<file path="src/rtl/lcd_line_scanout_if.sv">
// Bundles the line-buffer read port, ready/release handshake and LCD panel pins of the
// line scanout block. The master side is the scanout engine; the slave side is its environment.
interface lcd_line_scanout_if #(
    parameter int unsigned LINE_BITS = 1280,
    parameter int unsigned BUS_WIDTH = 4
);
    localparam int unsigned WORDS = LINE_BITS / BUS_WIDTH;
    localparam int unsigned AW    = (WORDS > 1) ? $clog2(WORDS) : 1;

    logic                 i_enable;
    logic                 i_buf1_ready;
    logic                 i_buf2_ready;
    logic                 o_rd_sel;
    logic [AW-1:0]        o_rd_addr;
    logic [BUS_WIDTH-1:0] i_rd_data;
    logic                 o_buf1_release;
    logic                 o_buf2_release;
    logic [BUS_WIDTH-1:0] o_lcd_data;
    logic                 o_lcd_cp;
    logic                 o_lcd_lp;
    logic                 o_lcd_flm;
    logic                 o_frame_done;
    logic                 o_underrun;

    modport master (
        input  i_enable, i_buf1_ready, i_buf2_ready, i_rd_data,
        output o_rd_sel, o_rd_addr, o_buf1_release, o_buf2_release,
        output o_lcd_data, o_lcd_cp, o_lcd_lp, o_lcd_flm, o_frame_done, o_underrun
    );

    modport slave (
        output i_enable, i_buf1_ready, i_buf2_ready, i_rd_data,
        input  o_rd_sel, o_rd_addr, o_buf1_release, o_buf2_release,
        input  o_lcd_data, o_lcd_cp, o_lcd_lp, o_lcd_flm, o_frame_done, o_underrun
    );
endinterface

</file>
<file path="src/rtl/lcd_line_scanout.sv">
// Passive-matrix LCD line scanout. Consumes ping-pong line buffers in strict alternation,
// shifts each line out BUS_WIDTH bits per CP period, latches it with LP (FLM on line 0)
// and hands the buffer back with a one-cycle release pulse. Read data is sampled on the
// clock edge that ends the cycle in which its address is presented.
module lcd_line_scanout #(
    parameter int unsigned LINE_BITS = 1280,
    parameter int unsigned BUS_WIDTH = 4,
    parameter int unsigned LINES     = 1024,
    parameter int unsigned CP_DIV    = 2,
    parameter int unsigned LP_WIDTH  = 4
) (
    input logic               i_clk,
    input logic               i_reset_n,
    lcd_line_scanout_if.master bus
);
    localparam int unsigned WORDS = LINE_BITS / BUS_WIDTH;
    localparam int unsigned AW    = (WORDS > 1) ? $clog2(WORDS) : 1;
    localparam int unsigned LW    = (LINES > 1) ? $clog2(LINES) : 1;

    localparam logic [AW-1:0] LastWord = AW'(WORDS - 1);
    localparam logic [LW-1:0] LastLine = LW'(LINES - 1);
    localparam logic [15:0]   DivLast  = 16'(CP_DIV - 1);
    localparam logic [15:0]   LpLast   = 16'(LP_WIDTH - 1);

    typedef enum logic [2:0] {StIdle, StWait, StFetch, StShift, StLatch, StRelease} state_e;

    logic [1:0] rst_sync_q;
    logic       rst_n;
    logic [1:0] rdy1_sync_q, rdy2_sync_q;
    logic       rdy1_s, rdy2_s, go;

    state_e               state_q, state_d;
    logic                 armed1_q, armed1_d, armed2_q, armed2_d;
    logic                 exp_sel_q, exp_sel_d;
    logic                 from_rel_q, from_rel_d;
    logic [LW-1:0]        line_q, line_d;
    logic [AW-1:0]        word_q, word_d;
    logic [15:0]          div_q, div_d;
    logic                 cp_hi_q, cp_hi_d;
    logic [15:0]          lp_cnt_q, lp_cnt_d;
    logic                 rd_sel_q, rd_sel_d;
    logic [AW-1:0]        rd_addr_q, rd_addr_d;
    logic [BUS_WIDTH-1:0] data_q, data_d;
    logic                 cp_q, cp_d, lp_q, lp_d, flm_q, flm_d;
    logic                 rel1_q, rel1_d, rel2_q, rel2_d;
    logic                 frame_done_q, frame_done_d;
    logic                 underrun_q, underrun_d;

    // Reset synchroniser: asserts asynchronously, releases two clocks later.
    always_ff @(posedge i_clk or negedge i_reset_n) begin
        if (!i_reset_n) rst_sync_q <= 2'b00;
        else            rst_sync_q <= {rst_sync_q[0], 1'b1};
    end
    assign rst_n = rst_sync_q[1];

    // Two-flop synchronisers for the ready levels from the ingester clock domain.
    always_ff @(posedge i_clk or negedge rst_n) begin
        if (!rst_n) begin
            rdy1_sync_q <= 2'b00;
            rdy2_sync_q <= 2'b00;
        end else begin
            rdy1_sync_q <= {rdy1_sync_q[0], bus.i_buf1_ready};
            rdy2_sync_q <= {rdy2_sync_q[0], bus.i_buf2_ready};
        end
    end
    assign rdy1_s = rdy1_sync_q[1];
    assign rdy2_s = rdy2_sync_q[1];

    // Only the expected buffer may start a line, and only once its stale flag has dropped.
    assign go = exp_sel_q ? (armed2_q & rdy2_s) : (armed1_q & rdy1_s);

    // Next-state and registered-output logic.
    always_comb begin
        state_d      = state_q;
        armed1_d     = armed1_q | ~rdy1_s;
        armed2_d     = armed2_q | ~rdy2_s;
        exp_sel_d    = exp_sel_q;
        from_rel_d   = from_rel_q;
        line_d       = line_q;
        word_d       = word_q;
        div_d        = div_q;
        cp_hi_d      = cp_hi_q;
        lp_cnt_d     = lp_cnt_q;
        rd_sel_d     = rd_sel_q;
        rd_addr_d    = rd_addr_q;
        data_d       = data_q;
        cp_d         = cp_q;
        lp_d         = lp_q;
        flm_d        = flm_q;
        rel1_d       = 1'b0;
        rel2_d       = 1'b0;
        frame_done_d = 1'b0;
        underrun_d   = underrun_q;

        unique case (state_q)
            StIdle: begin
                if (bus.i_enable) state_d = StWait;
            end
            StWait: begin
                from_rel_d = 1'b0;
                if (go) begin
                    state_d   = StFetch;
                    rd_addr_d = '0;
                    rd_sel_d  = exp_sel_q;
                end else if (from_rel_q) begin
                    underrun_d = 1'b1;
                end
            end
            StFetch: begin
                data_d  = bus.i_rd_data;
                word_d  = '0;
                div_d   = '0;
                cp_hi_d = 1'b0;
                state_d = StShift;
            end
            StShift: begin
                if (div_q != DivLast) begin
                    div_d = div_q + 16'd1;
                end else begin
                    div_d = '0;
                    if (!cp_hi_q) begin
                        // Rising CP: prefetch the next word, but never past the line end.
                        cp_hi_d = 1'b1;
                        cp_d    = 1'b1;
                        if (word_q != LastWord) rd_addr_d = word_q + AW'(1);
                    end else begin
                        cp_hi_d = 1'b0;
                        cp_d    = 1'b0;
                        if (word_q == LastWord) begin
                            state_d  = StLatch;
                            data_d   = '0;
                            lp_d     = 1'b1;
                            flm_d    = (line_q == '0);
                            lp_cnt_d = '0;
                        end else begin
                            word_d = word_q + AW'(1);
                            data_d = bus.i_rd_data;
                        end
                    end
                end
            end
            StLatch: begin
                if (lp_cnt_q != LpLast) begin
                    lp_cnt_d = lp_cnt_q + 16'd1;
                end else begin
                    lp_d         = 1'b0;
                    flm_d        = 1'b0;
                    rel1_d       = ~rd_sel_q;
                    rel2_d       = rd_sel_q;
                    frame_done_d = (line_q == LastLine);
                    state_d      = StRelease;
                end
            end
            StRelease: begin
                exp_sel_d = ~exp_sel_q;
                line_d    = (line_q == LastLine) ? '0 : line_q + LW'(1);
                if (rd_sel_q) armed2_d = 1'b0;
                else          armed1_d = 1'b0;
                if (bus.i_enable) begin
                    state_d    = StWait;
                    from_rel_d = 1'b1;
                end else begin
                    state_d = StIdle;
                end
            end
            default: state_d = StIdle;
        endcase
    end

    // State and output registers.
    always_ff @(posedge i_clk or negedge rst_n) begin
        if (!rst_n) begin
            state_q      <= StIdle;
            armed1_q     <= 1'b1;
            armed2_q     <= 1'b1;
            exp_sel_q    <= 1'b0;
            from_rel_q   <= 1'b0;
            line_q       <= '0;
            word_q       <= '0;
            div_q        <= '0;
            cp_hi_q      <= 1'b0;
            lp_cnt_q     <= '0;
            rd_sel_q     <= 1'b0;
            rd_addr_q    <= '0;
            data_q       <= '0;
            cp_q         <= 1'b0;
            lp_q         <= 1'b0;
            flm_q        <= 1'b0;
            rel1_q       <= 1'b0;
            rel2_q       <= 1'b0;
            frame_done_q <= 1'b0;
            underrun_q   <= 1'b0;
        end else begin
            state_q      <= state_d;
            armed1_q     <= armed1_d;
            armed2_q     <= armed2_d;
            exp_sel_q    <= exp_sel_d;
            from_rel_q   <= from_rel_d;
            line_q       <= line_d;
            word_q       <= word_d;
            div_q        <= div_d;
            cp_hi_q      <= cp_hi_d;
            lp_cnt_q     <= lp_cnt_d;
            rd_sel_q     <= rd_sel_d;
            rd_addr_q    <= rd_addr_d;
            data_q       <= data_d;
            cp_q         <= cp_d;
            lp_q         <= lp_d;
            flm_q        <= flm_d;
            rel1_q       <= rel1_d;
            rel2_q       <= rel2_d;
            frame_done_q <= frame_done_d;
            underrun_q   <= underrun_d;
        end
    end

    assign bus.o_rd_sel       = rd_sel_q;
    assign bus.o_rd_addr      = rd_addr_q;
    assign bus.o_buf1_release = rel1_q;
    assign bus.o_buf2_release = rel2_q;
    assign bus.o_lcd_data     = data_q;
    assign bus.o_lcd_cp       = cp_q;
    assign bus.o_lcd_lp       = lp_q;
    assign bus.o_lcd_flm      = flm_q;
    assign bus.o_frame_done   = frame_done_q;
    assign bus.o_underrun     = underrun_q;
endmodule

</file>
<file path="src/flat_wrapper.sv">
// flat-port wrapper written by rule: the top's interface ports become plain ports
module lcd_line_scanout_flat 
#(
    parameter int unsigned LINE_BITS = 1280,
    parameter int unsigned BUS_WIDTH = 4,
    parameter int unsigned LINES     = 1024,
    parameter int unsigned CP_DIV    = 2,
    parameter int unsigned LP_WIDTH  = 4
)
  (i_clk, i_reset_n, bus_i_enable, bus_i_buf1_ready, bus_i_buf2_ready, bus_i_rd_data, bus_o_rd_sel, bus_o_rd_addr, bus_o_buf1_release, bus_o_buf2_release, bus_o_lcd_data, bus_o_lcd_cp, bus_o_lcd_lp, bus_o_lcd_flm, bus_o_frame_done, bus_o_underrun);
  lcd_line_scanout_if #(.LINE_BITS(LINE_BITS), .BUS_WIDTH(BUS_WIDTH)) bus_i ();
  input logic i_clk;
  input logic i_reset_n;
  input wire logic [$bits(bus_i.i_enable)-1:0] bus_i_enable;
  input wire logic [$bits(bus_i.i_buf1_ready)-1:0] bus_i_buf1_ready;
  input wire logic [$bits(bus_i.i_buf2_ready)-1:0] bus_i_buf2_ready;
  input wire logic [$bits(bus_i.i_rd_data)-1:0] bus_i_rd_data;
  output wire logic [$bits(bus_i.o_rd_sel)-1:0] bus_o_rd_sel;
  output wire logic [$bits(bus_i.o_rd_addr)-1:0] bus_o_rd_addr;
  output wire logic [$bits(bus_i.o_buf1_release)-1:0] bus_o_buf1_release;
  output wire logic [$bits(bus_i.o_buf2_release)-1:0] bus_o_buf2_release;
  output wire logic [$bits(bus_i.o_lcd_data)-1:0] bus_o_lcd_data;
  output wire logic [$bits(bus_i.o_lcd_cp)-1:0] bus_o_lcd_cp;
  output wire logic [$bits(bus_i.o_lcd_lp)-1:0] bus_o_lcd_lp;
  output wire logic [$bits(bus_i.o_lcd_flm)-1:0] bus_o_lcd_flm;
  output wire logic [$bits(bus_i.o_frame_done)-1:0] bus_o_frame_done;
  output wire logic [$bits(bus_i.o_underrun)-1:0] bus_o_underrun;
  assign bus_i.i_enable = bus_i_enable;
  assign bus_i.i_buf1_ready = bus_i_buf1_ready;
  assign bus_i.i_buf2_ready = bus_i_buf2_ready;
  assign bus_i.i_rd_data = bus_i_rd_data;
  assign bus_o_rd_sel = bus_i.o_rd_sel;
  assign bus_o_rd_addr = bus_i.o_rd_addr;
  assign bus_o_buf1_release = bus_i.o_buf1_release;
  assign bus_o_buf2_release = bus_i.o_buf2_release;
  assign bus_o_lcd_data = bus_i.o_lcd_data;
  assign bus_o_lcd_cp = bus_i.o_lcd_cp;
  assign bus_o_lcd_lp = bus_i.o_lcd_lp;
  assign bus_o_lcd_flm = bus_i.o_lcd_flm;
  assign bus_o_frame_done = bus_i.o_frame_done;
  assign bus_o_underrun = bus_i.o_underrun;
  lcd_line_scanout #(.LINE_BITS(LINE_BITS), .BUS_WIDTH(BUS_WIDTH), .LINES(LINES), .CP_DIV(CP_DIV), .LP_WIDTH(LP_WIDTH)) u_core (.i_clk(i_clk), .i_reset_n(i_reset_n), .bus(bus_i));
endmodule
</file>
<file path="config.mk">
export PLATFORM = sky130hd
export DESIGN_NAME = lcd_line_scanout_flat
export DESIGN_NICKNAME = d
export VERILOG_FILES = /design/src/rtl/lcd_line_scanout_if.sv /design/src/rtl/lcd_line_scanout.sv /design/src/flat_wrapper.sv
export SDC_FILE = /design/constraint.sdc
export NUM_CORES = 1
export LEC_CHECK = 0
export CELL_PAD_IN_SITES_DETAIL_PLACEMENT = 0
export CELL_PAD_IN_SITES_GLOBAL_PLACEMENT = 1
export CORE_ASPECT_RATIO = 0.9
export CORE_MARGIN = 1
export CORE_UTILIZATION = 50
export DETAILED_ROUTE_END_ITERATION = 16
export PLACE_DENSITY = 0.94
export SYNTH_ARGS = -nofsm -noshare
export SYNTH_HDL_FRONTEND = slang
export SYNTH_SLANG_ARGS = --single-unit
</file>
<file path="constraint.sdc">
create_clock -name i_clk -period 5.6 [get_ports i_clk]
set_input_delay 0.84 -clock i_clk [delete_from_list [all_inputs] [get_ports i_clk]]
set_output_delay 0.84 -clock i_clk [all_outputs]
set_load 0.1 [all_outputs]
</file>
# ---- Word level (Yosys, flattened, before mapping)
# Cells that the tools add are included.
dict set report classes {
  addsub 4
  bitwise_logic 10
  n_eq_ne 21
  mux 54
  reduce_logical 17
}
# operator count
set op_table {}
lappend op_table {{2-to-1 mux 16 bit} 5}
lappend op_table {{one-hot mux 16 bit (2 select lines)} 2}
lappend op_table {{2-to-1 mux 9 bit} 7}
lappend op_table {{one-hot mux 9 bit (2 select lines)} 2}
lappend op_table {{adder 16 x 1 -> 16 bit, second input constant} 2}
lappend op_table {{2-to-1 mux 1 bit} 22}
lappend op_table {{2-to-1 mux 3 bit} 6}
lappend op_table {{one-hot mux 3 bit (6 select lines)} 1}
lappend op_table {{!= test 16 x 1 -> 1 bit, second input constant} 1}
lappend op_table {{!= test 16 x 2 -> 1 bit, second input constant} 1}
lappend op_table {{AND reduction 5 bit} 3}
lappend op_table {{2-to-1 mux 4 bit} 3}
lappend op_table {{!= test 2 bit, second input constant} 6}
lappend op_table {{adder 10 x 1 -> 10 bit, second input constant} 1}
lappend op_table {{== test 10 bit, second input constant} 1}
lappend op_table {{zero test 10 bit} 1}
lappend op_table {{2-to-1 mux 10 bit} 1}
lappend op_table {{!= test 2 x 1 -> 1 bit, second input constant} 5}
lappend op_table {{adder 9 x 1 -> 9 bit, second input constant} 1}
lappend op_table {{== test 9 bit, second input constant} 1}
lappend op_table {{!= test 9 bit, second input constant} 1}
lappend op_table {{one-hot mux 1 bit (2 select lines)} 4}
lappend op_table {{one-hot mux 4 bit (2 select lines)} 1}
lappend op_table {{AND reduction 2 bit} 4}
lappend op_table {{other kinds (11)} 24}
dict set report word_totals {
  in_bits 9
  word_cells 129
  register_bits 86
  output_inout_bits 21
}

# ---- Longest topological paths before layout
# Gate-level depths: netlist of run 1.
dict set report logic_depth {
  depth_word 5
  ltp_mapped 9
  mapped_depth_nobuf 7
}

# ---- Worst setup path after synthesis of run 1
# Ideal clock, no wire load.
dict set report synth_path {
  path_type {flip-flop to flip-flop}
  start {reg u_core.div_q[1]}
  end {reg u_core.lp_cnt_q[12]}
  setup_slack_ps 3471
  path_stages_with_launch 10
  n_path_buf 2
  synth_period_minus_slack_ps 2129
  required_time_ps 5474
  t_arrival_ps 2003
  setup_ps 126
  path_cell_list {dfrtp_1 -> inv_1 -> ha_1 -> nor4b_2 -> and4_1 -> buf_6 -> a31oi_4 -> or3_1 -> buf_6 -> a221o_1}
}
dict set report synth_via {
  elab_chain_cells 3
}
# element line_no
set synth_rtl {}
lappend synth_rtl {{start, declared} lcd_line_scanout.sv:38} ;# logic [15:0] div_q, div_d;
lappend synth_rtl {{start signal, assigned} lcd_line_scanout.sv:201} ;# div_q <= div_d;
lappend synth_rtl {{!= test 16 x 1 -> 1 bit} lcd_line_scanout.sv:117} ;# if (div_q != DivLast) begin
lappend synth_rtl {{!= test 2 bit (no line)} n/a}
lappend synth_rtl {{AND reduction 5 bit (no line)} n/a}
lappend synth_rtl {{end signal, assigned} lcd_line_scanout.sv:203} ;# lp_cnt_q <= lp_cnt_d;
lappend synth_rtl {{end, declared} lcd_line_scanout.sv:40} ;# logic [15:0] lp_cnt_q, lp_cnt_d;
# No other way between the ends.
# A chain may end at the register's enable or synchronous reset.

# ---- Worst setup path in the final report of run 1
dict set report layout_path {
  start {reg u_core.rd_sel_q (netlist: u_core.bus.o_rd_sel)}
  end {out bus_o_rd_sel}
}
# element line_no
set layout_rtl {}
lappend layout_rtl {{start, declared} lcd_line_scanout.sv:41} ;# logic rd_sel_q, rd_sel_d;
lappend layout_rtl {{start signal, assigned} lcd_line_scanout.sv:204} ;# rd_sel_q <= rd_sel_d;
lappend layout_rtl {{end, declared} flat_wrapper.sv:18} ;# output wire logic [$bits(bus_i.o_rd_sel)-1:0] bus_o_rd_sel;
# No word-level cell between the ends.

==> flow_metrics.tcl, run 1 <==
set metrics [dict create \
    nets 479 \
    rsz0062_at_grt "no" \
    worstPathMaxFanout 4 \
    syn_avg_cell_area_um2 9.90 \
    fin_crit_ns 2.78 \
    final_cell_count_no_fill 588 \
    reg2reg_depth 4 \
    wl_um 9030 \
    hold_depth 0 \
    drive_gt1_share_pct 9.81 \
    cts_buffers 9 \
    holdPathEnd "u_core.rdy2_sync_q[1]$_DFF_PN0_" \
    ys.flop_type "dfrtp_1" \
    worstHoldStart "u_core.rdy2_sync_q[0]$_DFF_PN0_" \
    slew_violations 0 \
    final_antenna_net_count 0 \
    grt_pass1_wl_um 15500 \
    critPathBufInv 1 \
    syn_area_mm2 0.00438 \
    finish.utilization_pct 58.0 \
    die_x_um 101 \
    ys_warn_count 0 \
    power_density_mw_per_mm2 389 \
    cts_resized 0 \
    setup_viol 0 \
    design.portCount 30 \
    htreeDepth 3 \
    met1_usage_pct 30.0 \
    wl_per_cell_um 15.4 \
    drc 0 \
    synth_cells 442 \
    diodes 0 \
    grt.total_usage_pct 21.6 \
    rows 32 \
    worstSkewPairLatency_ns 0.37 \
    crit_arrival_ns 1.94 \
    drt-vias-per-instance 5.81 \
    ys_ff_latch 86 \
    hpwl_um 6210 \
    synth_nets 457 \
    synth_seq_area_share_pct 49.2 \
    p_total_w 0.00192 \
    antenna_found_initial 0 \
    globalRouteOverflowTotal 0 \
    grt.busiest_layer "met2" \
    global_route.usage.met2_pct 33.6 \
    routabilityCongestion 0.794 \
    drtPass1Iterations 4 \
    regToRegStartpoint "u_core.state_q[0]$_DFFE_PN0P_" \
    first_iter_violations 144 \
    reg2reg_to "u_core.div_q[8]$_DFFE_PN0P_" \
    worst_pin_slew_ns 1.03 \
    clk_pin_slew_worst_paths_ns 0.10 \
    slowest_stage "clkdlybuf4s50_1" \
    path_cells "clkdlybuf4s50_1" \
    critPathLaunchType "register" \
    ys_types 62 \
    critical_path.startpoint "u_core.bus.o_rd_sel$_DFFE_PN0P_" \
    root_buffer "clkbuf_8" \
    num_vias 3415 \
    critPathMaxStageDelay_ns 1.16 \
    initial_core_util_pct 51.3 \
    numPortBuffers 29 \
    tns_ns 0 \
    core_area_mm2 0.00853 \
    end_kind "primary output" \
    clock-sinks 86 \
    dieArea_mm2 0.00913 \
    die_height_um 90.8 \
    grt_pass1_vias 3302 \
    clk_path_buf_depth 2 \
    syn2layout_area_growth_pct 13.0 \
    hold_violations 0 \
    rrSetupSlack_ns 2.88 \
    leakagePower_nw 2.12 \
    slew_headroom_pct 31.3 \
    grt_max_degree 85 \
    status "finished, final reports clean" \
    cp.required_ns 4.76 \
    hold_buffers 0 \
    skew_ns 0.0129 \
    cpLargestDelayFamily "buffers and inverters" \
    maxCapViolCount 0 \
    ir_drop_uv 272 \
    path_class "reg2out" \
    dp.cells 572 \
    met3_usage_pct 5.88 \
    cts_tree "built" \
    ys_async_sr_fraction_pct 100 \
    fmax_ghz 0.360 \
    synth-edff-count 0 \
    post_cts_buffers 0 \
    period_share_pct 49.6 \
    hold_class "reg2reg" \
]
-- worst reg2reg max path, stage by stage (launching register included) --
cell     delay, ns
dfrtp_1       0.79
nand2_1       0.53
nor2b_1       0.88
o21ai_0       0.23
a31oi_1       0.22
-- layout by cell type, fill, tap and decap left out, drive strengths merged, types with 5 or more instances in the layout --
master         count
a22o              10
clkbuf             9
or3                8
inv               18
and4               5
nor2              32
or2                5
xnor2             13
a31oi             11
nand4              8
a21o               6
nor2b              6
ha                 6
clkdlybuf4s50     29
and3              13
nor4b              5
nand2             42
nor4              12
mux2               9
a211o              5
dfrtp             84
nand3             22
a21oi             18
nor3              12
o21ai             31
mux2i              5
-- where the power goes --
part,internal [W],switching (W)
Combinational,0.000199,0.000507
Sequential,0.000683,0.0000727
Clock,0.000217,0.000244
Total,0.00110,0.000824
-- layer usage --
metal,up-vias,part of all wire (%)
li1,1658,-
met1,1684,46
met2,65,48
met3,8,4.4
met4,0,0.80
met5,-,0
-- cells in the mapped netlist, drive strengths merged, types with 6 or more instances --
cell type	n	area, µm²
nand3	22	110
a31oi	11	83.8
nor2	32	123
nand4	8	50.1
and3	13	82.6
nor4	12	105
a21oi	18	90.1
or3	8	50.1
buf	6	50.0
mux2	9	101
nor3	12	60.1
dfrtp	84	2100
nor2b	6	37.5
inv	14	52.6
xnor2	13	114
nand2	42	158
clkbuf	14	52.6
ha	6	75.1
o21ai	31	155
a22o	10	87.6
a21o	6	45.0
-- through the flow --
| stage | hold slack (ns) | worst slack, ns | area (µm²) |
|---|---|---|---|
| finish | 0.349 | 2.82 | 4940 |
| global route | 0.371 | 2.63 | 4940 |
| CTS | 0.357 | 2.80 | 4940 |
| detailed placement | 0.341 | 2.96 | 4730 |
| global placement | 0.334 | 3.03 | 4730 |
| floorplan | 0.331 | 3.03 | 4380 |
-- sequential cells by signal, indices dropped and copies added (netlist names), 2 cells and up --
signal and cells:
u_core.bus.o_lcd_data 4, u_core.rst_sync_q 2, u_core.bus.o_rd_addr 9, u_core.lp_cnt_q 16, u_core.word_q 9, u_core.rdy1_sync_q 2, u_core.state_q 3, u_core.rdy2_sync_q 2
u_core.div_q 16, u_core.line_q 10
-- final cells by class --
type / count / area (µm²)
Fill cell: 720 / 3580
Multi-Input combinational cell: 322 / 2070
Inverter: 14 / 52.6
Clock inverter: 7 / 87.6
Clock buffer: 9 / 124
Tap cell: 119 / 149
Sequential cell: 86 / 2160
Timing Repair Buffer: 31 / 305
-- kinds of logic (layout without fill, tap and decap cells) --
logic type                 count (synthesis)  count (layout)  synth area share (%)
buffers and inverters                     34              61                  3.54
and+or+nand+nor                          180             180                  22.5
DFF                                       86              86                  49.2
adders and majority gates                  6               6                  1.72
other                                      1               1                0.0857
muxes                                     14              14                  3.46
xor gates and xnor gates                  17              17                  3.40
AOI/OAI and AO/OA                        104             104                  16.0
-- how the worst max path moves through the flow --
stage | to | depth (start not counted)
after global routing | u_core.div_q[8]$_DFFE_PN0P_ | 4
after CTS | bus_o_rd_sel | 1
final | bus_o_rd_sel | 1
after detailed placement | u_core.div_q[8]$_DFFE_PN0P_ | 4
after floorplan | u_core.bus.o_buf1_release$_DFF_PN0_ | 0
after global placement | u_core.div_q[8]$_DFFE_PN0P_ | 4
Note: power is estimated with default switching activity, not from simulation.
==> run 2, diff against run 1 <==
CORE_UTILIZATION = 46   (was 50)
PLACE_DENSITY = 0.88   (was 0.94)
clock period = 2.9 ns   (was 5.6 ns; I/O delays follow)
==> run 2 against run 1 <==
  * Flip-flop and latch count unchanged
  * Worst setup slack lost 2.4 ns
  * Final area about the same
  * Hold slack got worse by 0.12 ns
  * Clock-buffer cell count unchanged
  * Critical path type is now reg2reg
  * Largest cell class unchanged
  * Highest routed layer unchanged
  * First-iteration DRC count rose by 42%
  * Cell count increased by 1.7%
  * Core utilization down 4.1 points
==> flow_metrics.tcl, run 2 (synthesized netlist as in run 1, its figures left out) <==
set metrics [dict create \
    whs_ns 0.225 \
    leakagePower_nw 2.19 \
    power_density_mw_per_mm2 755 \
    drtPass1Iterations 5 \
    grt_pass1_vias 3266 \
    worst_pin_slew_ns 1.07 \
    hold_buffers 0 \
    hold_class "in2async" \
    die_x_um 105 \
    crit_arrival_ns 2.69 \
    clk_pin_slew_worst_paths_ns 0.10 \
    grt_pass1_wl_um 15600 \
    hold_violations 0 \
    drive_gt1_share_pct 15.5 \
    design.portCount 30 \
    root_buffer "clkbuf_8" \
    routabilityCongestion 0.798 \
    cts_buffers 9 \
    worstSkewPairLatency_ns 0.36 \
    skew_ns 0.0102 \
    reg.largest.list "u_core.div_q x16, u_core.lp_cnt_q x16, u_core.line_q x10" \
    final_common_cell "dfrtp_1" \
    initial_core_util_pct 47.7 \
    nets 486 \
    cts_tree "built" \
    cp.required_ns 3.15 \
    critical_path.startpoint "u_core.div_q[1]$_DFFE_PN0P_" \
    clk_path_buf_depth 2 \
    final_antenna_net_count 0 \
    globalRouteOverflowTotal 0 \
    numPortBuffers 29 \
    wl_per_cell_um 15.2 \
    final_cell_mix "dfrtp_1, nand2_1, nor2_1, o21ai_0, buf_4" \
    place_ws_ns 0.463 \
    path_class "reg2reg" \
    maxCapViolCount 0 \
    hpwl_um 6130 \
    slowest_stage "or3_1" \
    wl_um 9070 \
    dieArea_mm2 0.00991 \
    first_iter_violations 204 \
    drc 0 \
    worstPathMaxFanout 8 \
    critPathMaxStageDelay_ns 0.47 \
    grt_max_degree 85 \
    core_area_mm2 0.00917 \
    ir_drop_uv 642 \
    path_cells "inv_1, ha_1, nor4b_2, and4_1, a31oi_4, or3_1, a221o_1" \
    p_total_w 0.00373 \
    syn2layout_area_growth_pct 12.9 \
    status "finished, final reports clean" \
    antenna_found_initial 0 \
    htreeDepth 3 \
    setup_viol 0 \
    slew_violations 0 \
    regToRegStartpoint "u_core.div_q[1]$_DFFE_PN0P_" \
    grt.total_usage_pct 19.7 \
    rsz0062_at_grt "no" \
    period_share_pct 84.0 \
    diodes 0 \
    fin_crit_ns 2.44 \
    post_cts_buffers 0 \
    rows 33 \
    cts_resized 0 \
    fin_ws_ns 0.464 \
    fmax_ghz 0.410 \
    num_vias 3452 \
    tns_ns 0 \
    slew_headroom_pct 28.6 \
    critPathLaunchType "register" \
    clock-sinks 86 \
    drt-vias-per-instance 5.77 \
    end_kind "register" \
    die_height_um 94.5 \
]
==> run 2: cell types whose count changed in the layout (fill, tap and decap cells not counted) <==
cell and delta:
inv_8 -3, clkdlybuf4s50_1 -21, buf_4 +28, inv_6 +2, clkinv_4 +1
==> run 2: critical path, delay by kind of cell (launching register included) <==
family | cells | cell delay, ns
buffers and inverters | 1 | 0.08
adders and majority gates | 1 | 0.14
DFF | 1 | 0.40
and+or+nand+nor | 3 | 1.19
AOI/OAI and AO/OA | 2 | 0.52
==> run 2: final cells by class <==
cell class | instances | area (µm²)
tap | 122 | 153
sequential | 86 | 2160
fill | 817 | 4230
clock inverter | 7 | 80.1
inverter | 14 | 52.6
timing repair buffer | 38 | 305
multi-input combinational | 322 | 2070
clock buffer | 9 | 124
==> run 2: final timing paths <==
path                                                   end  slack, ns  depth (start not counted)
setup / recovery           u_core.lp_cnt_q[12]$_DFFE_PN0P_       0.46                          7
hold / removal              u_core.rst_sync_q[1]$_DFF_PN0_       0.22                          1
setup reg to reg           u_core.lp_cnt_q[12]$_DFFE_PN0P_       0.46                          7
hold reg to reg            u_core.rdy1_sync_q[1]$_DFF_PN0_       0.35                          0
max in group asynchronous  u_core.bus.o_rd_sel$_DFFE_PN0P_       1.69                          0
min in group i_clk         u_core.rdy1_sync_q[1]$_DFF_PN0_       0.35                          0
==> run 2: through the flow <==
stage	cells	utilization [%]	area, µm²
global placement	582	51.7	4740
floorplan	442	-	4380
detailed placement	582	51.7	4740
CTS	598	53.9	4940
global route	598	53.9	4940
finish	598	53.9	4940
==> run 2: power by group <==
part / total [W] / switching, W / leakage, nW / internal, W
Combinational: 0.00141 / 0.000993 / 0.954 / 0.000413
Sequential: 0.00145 / 0.000133 / 1.14 / 0.00132
Clock: 0.000872 / 0.000463 / 0.0968 / 0.000409
Total: 0.00373 / 0.00159 / 2.19 / 0.00214
==> run 2: per-layer routing <==
metal,global-route usage (%),vias up,wire length (µm)
met3,3.80,15,313
met1,27.2,1687,4310
li1,-,1674,-
met5,0,-,0
met2,31.7,76,4330
met4,5.99,0,112
